==> src/rtl/tape_ear_conditioner.sv <==
// tape_ear_conditioner: EAR sync, glitch filter, edge pulse, activity hold and PWM audio monitor
//   clk65/reset : 6.5 MHz clock, sync active-high reset
//   ear         : raw async tape level
//   bypass      : 1 = use synchronised unfiltered level
//   invert      : 1 = invert tape_data
//   volume      : PWM duty threshold for audio
//   tape_data   : conditioned level; tape_edge: one-cycle pulse per level change
//   activity    : load LED drive; audio: volume-limited PWM monitor
module tape_ear_conditioner #(
  parameter int FILTER_LEN = 3,
  parameter int PWM_BITS = 8,
  parameter int HOLD_BITS = 16
) (
  input  logic                clk65,
  input  logic                reset,
  input  logic                ear,
  input  logic                bypass,
  input  logic                invert,
  input  logic [PWM_BITS-1:0] volume,
  output logic                tape_data,
  output logic                tape_edge,
  output logic                activity,
  output logic                audio
);
  localparam logic [3:0] LAST = 4'(FILTER_LEN - 1);
  logic s1, s2, f, raw, raw_d;
  logic [3:0] cnt;
  logic [HOLD_BITS-1:0] hc;
  logic [PWM_BITS-1:0] pwm_cnt;
  // edge detection works on raw so toggling invert never produces a pulse
  assign raw = bypass ? s2 : f;
  assign tape_data = raw ^ invert;
  assign tape_edge = raw != raw_d;
  assign activity = |hc;
  always_ff @(posedge clk65) begin
    if (reset) begin
      s1 <= 1'b0;
      s2 <= 1'b0;
      f <= 1'b0;
      cnt <= '0;
      raw_d <= 1'b0;
      hc <= '0;
      pwm_cnt <= '0;
      audio <= 1'b0;
    end else begin
      s1 <= ear;
      s2 <= s1;
      if (s2 == f) cnt <= '0;
      else if (cnt == LAST) begin
        f <= s2;
        cnt <= '0;
      end else cnt <= cnt + 1'b1;
      raw_d <= raw;
      hc <= tape_edge ? '1 : (hc != '0 ? hc - 1'b1 : hc);
      pwm_cnt <= pwm_cnt + 1'b1;
      audio <= tape_data & (pwm_cnt < volume);
    end
  end
endmodule
==> config.mk <==
export PLATFORM = sky130hd
export DESIGN_NAME = tape_ear_conditioner
export DESIGN_NICKNAME = d
export VERILOG_FILES = /design/src/rtl/tape_ear_conditioner.sv
export SDC_FILE = /design/constraint.sdc
export NUM_CORES = 1
export LEC_CHECK = 0
export BUFFER_PORTS_ARGS = -buffer_cell sky130_fd_sc_hd__buf_2
export CORE_MARGIN = 2
export CORE_UTILIZATION = 45
export CTS_CLUSTER_SIZE = 25
export DETAILED_ROUTE_END_ITERATION = 16
export PLACE_DENSITY_LB_ADDON = 0.3
export RECOVER_POWER = 100
export SLEW_MARGIN = 20
export SYNTH_ARGS = -nofsm -noshare
export SYNTH_HDL_FRONTEND = slang
export SYNTH_SLANG_ARGS = --single-unit
==> constraint.sdc <==
create_clock -name clk65 -period 3.3 [get_ports clk65]
set_clock_uncertainty 0.15 [all_clocks]
set_input_delay 0.495 -clock clk65 [delete_from_list [all_inputs] [get_ports clk65]]
set_output_delay 0.495 -clock clk65 [all_outputs]
set_load 0.005 [all_outputs]
==> flow_metrics.py <==
metrics = {
    "logic_synthesis": {
        "yosys.cell_types.count": 37,
        "yosys.area.top_type": "sky130_fd_sc_hd__dfxtp_1",
        "synth_area_um2": 1610,
        "synth.yosys.warnings": 0,
        "postSynthAreaPerCell_um2": 9.07,
        "yosys_register_bits": 33,
        "synth.area.top_cells": "sky130_fd_sc_hd__dfxtp_1 (41%), sky130_fd_sc_hd__ha_1 (8.5%), sky130_fd_sc_hd__a31oi_1 (5.0%)",
        "syn_nets": 202,
        "synthCells": 178,
        "netlist.area_leader.share_pct": 40.9,
        "ys_seq_area_share_pct": 40.9,
    },
    "timing": {
        "fmaxAchievable_ghz": 0.380,
        "timing.setup.tns_ns": 0,
        "worstMarginPinSlew_ns": 1.27,
        "setup_viol_count_final": 0,
        "layout_min_cycle_time_ns": 2.63,
        "relSlewSlack_pct": 15.5,
        "rsz0062_at_grt": "false",
        "finalCritPeriodShare_pct": 79.8,
        "final-hold-violation-count": 0,
        "max_slew_violation_count": 0,
        "timing.final.ws_setup_ns": 0.668,
    },
    "flow_run": {
        "drv.max_cap_violation_count": 0,
    },
    "routing": {
        "vias": 1327,
        "antenna_left": 0,
        "post-route-drc-count": 0,
        "routedWlPerCell_um": 12.7,
        "post_drt_via_cell_ratio": 5.44,
        "initialDrtViolationCount": 52,
        "detail_route.first_pass.iterations": 4,
        "postRouteWirelength_mm": 3.11,
    },
    "clock_tree": {
        "cts_root_buffer": "sky130_fd_sc_hd__clkbuf_4",
        "cts_resized": 0,
        "clkLatencyLatePin_ns": 0.32,
        "htree_levels": 2,
        "tritoncts_clock_tree": "yes",
        "post_cts.repair.setup_buffers": 0,
        "max-clock-path-buffers": 2,
        "numClockSinks": 33,
        "inserted_clock_buffers": 5,
        "hold_buffer_count_at_cts": 0,
        "clkTransAtPathRegs_ns": 0.10,
    },
    "critical_path": {
        "worstSetupEndpoint": "activity",
        "timing.rr.end": "hc[11]",
        "worstSetupStartpointType": "flip-flop",
        "arrival_time_at_the_worst_endpoint_ns": 1.99,
        "regToRegStartpoint": "hc[0]",
        "criticalPathCategory": "reg2out",
        "rr_worst_depth": 6,
        "worstPathMaxFanout": 8,
        "cp-startpoint": "hc[10]",
        "critPathRequiredTime_ns": 2.65,
        "r2r_slack_ns": 0.94,
        "kind_of_end_point_of_the_critical_path": "primary output",
    },
    "floorplanning": {
        "initial_core_util_pct": 47.6,
        "placeableCoreArea_um2": 3390,
        "count_of_boundary_i_o_pins": 17,
        "num_rows": 21,
        "die_w_um": 63.9,
        "overall_die_area_um2": 4080,
        "die_height_um": 63.9,
    },
    "final_layout": {
        "finalNonFillerCells": 244,
        "num-nets-final": 221,
        "antenna_cells": 0,
        "final_common_cell": "sky130_fd_sc_hd__dfxtp_1",
        "proportion_of_layout_cells_with_a_drive_suffix_above_1_pct": 12.6,
        "layout_common_cells": "sky130_fd_sc_hd__dfxtp_1 (33), sky130_fd_sc_hd__nor2_1 (14), sky130_fd_sc_hd__a31oi_1 (13), sky130_fd_sc_hd__buf_2 (13)",
        "area_growth_syn_to_layout_pct": 9.92,
    },
    "hold_path": {
        "hold_path_startpoint": "ear",
        "worstHoldPathType": "in2reg",
    },
    "placed_design": {
        "place_ws_ns": 1.08,
        "gp_routability_congestion": 0.783,
        "total_of_buffers_placed_on_input_and_output_ports": 16,
        "dp_cells": 236,
        "dp.final_hpwl_mm": 2.30,
    },
    "global_routing": {
        "grt_antenna_before_repair": 0,
        "grt_start_max_net_pins": 31,
        "grt_first_pass_wirelength_mm": 5.46,
        "grt_usage_pct": 16.7,
        "grt_pass1_vias": 1326,
        "grt_remaining_overflow": 0,
    },
    "power_and_ir_drop": {
        "power_density_nw_per_um2": 742,
        "power_leakage_nw": 0.743,
        "p_total_mw": 1.32,
        "vdd_ir_drop_max_mv": 0.458,
    },
    "run_status": {
        "status": "complete, no violations",
    },
}
## layer usage
layer | GRT usage [%] | vias to the layer above | wire, um
met5 | 0 | - | 0
li1 | - | 684 | -
met4 | 5.43 | 0 | 38
met1 | 19.3 | 619 | 1430
met2 | 29.8 | 19 | 1530
met3 | 4.40 | 5 | 112
## worst min-delay path by stage
stage / end / slack (ns) / cells after the start
after global routing: s1 / 0.26 / 2
after floorplan: s2 / 0.26 / 1
final: s1 / 0.27 / 2
after detailed placement: s2 / 0.30 / 1
after global placement: s2 / 0.27 / 1
after CTS: s1 / 0.26 / 2
## power by group
group          total (mW)  internal (mW)  switching (mW)
Combinational       0.524          0.229           0.295
Sequential          0.583          0.487          0.0956
Clock               0.210         0.0811           0.129
Total                1.32          0.797           0.520
## metrics by stage
step | util [%] | hold WS (ns) | cell area [um^2]
floorplan | - | 0.264 | 1610
global placement | 51.3 | 0.273 | 1740
detailed placement | 51.3 | 0.295 | 1740
CTS | 52.8 | 0.264 | 1790
global route | 52.3 | 0.263 | 1770
finish | 52.3 | 0.270 | 1770
## critical path, cell delays in order (launching register included)
cell	delay (ns)
sky130_fd_sc_hd__dfxtp_1	0.37
sky130_fd_sc_hd__or4_1	0.62
sky130_fd_sc_hd__nor3_1	0.38
sky130_fd_sc_hd__nand4_1	0.14
sky130_fd_sc_hd__buf_2	0.16
## cell families (layout without fill, tap and decap cells)
logic type	after synthesis	count (layout)	share of synthesized area, %
AND/OR/NAND/NOR	70	70	25.9
adder cells (fa/ha/maj)	11	11	8.53
XOR/XNOR	12	12	6.51
buffers and inverters	16	36	3.80
flip-flops	33	33	40.9
multiplexers	3	3	1.94
AO/OA/AOI/OAI	33	33	12.4
## Yosys cell counts, drive strengths merged
library cell / number
dfxtp: 33
nor2: 14
a31oi: 13
ha: 11
inv: 11
or3: 10
nand3: 9
o21ai: 7
a21oi: 6
xnor2: 6
xor2: 6
nand2: 5
nor2b: 5
or4: 5
and3: 4
clkbuf: 4
nor3: 4
o31ai: 4
nor4: 3
and4: 2
mux2i: 2
nand2b: 2
nand4: 2
a211oi: 1
a21o: 1
a311oi: 1
buf: 1
mux2: 1
nand3b: 1
nor3b: 1
nor4b: 1
or2: 1
or3b: 1
## final cells by class
type                    count  area (um^2)
fillers                   340         1620
clock inverters             2         10.0
repair buffers             17         81.3
flip-flops and latches     33          661
well taps                  46         57.6
inverters                  11         41.3
clock buffers               6         41.3
multi-input cells         129          882
## registers in the layout, summed over array words and instances (netlist names)
signal and cells:
pwm_cnt 8, s1 1, raw_d 1, audio 1, hc 16, s2 1
f 1, cnt 4
Note: power is estimated with default switching activity, not from simulation.
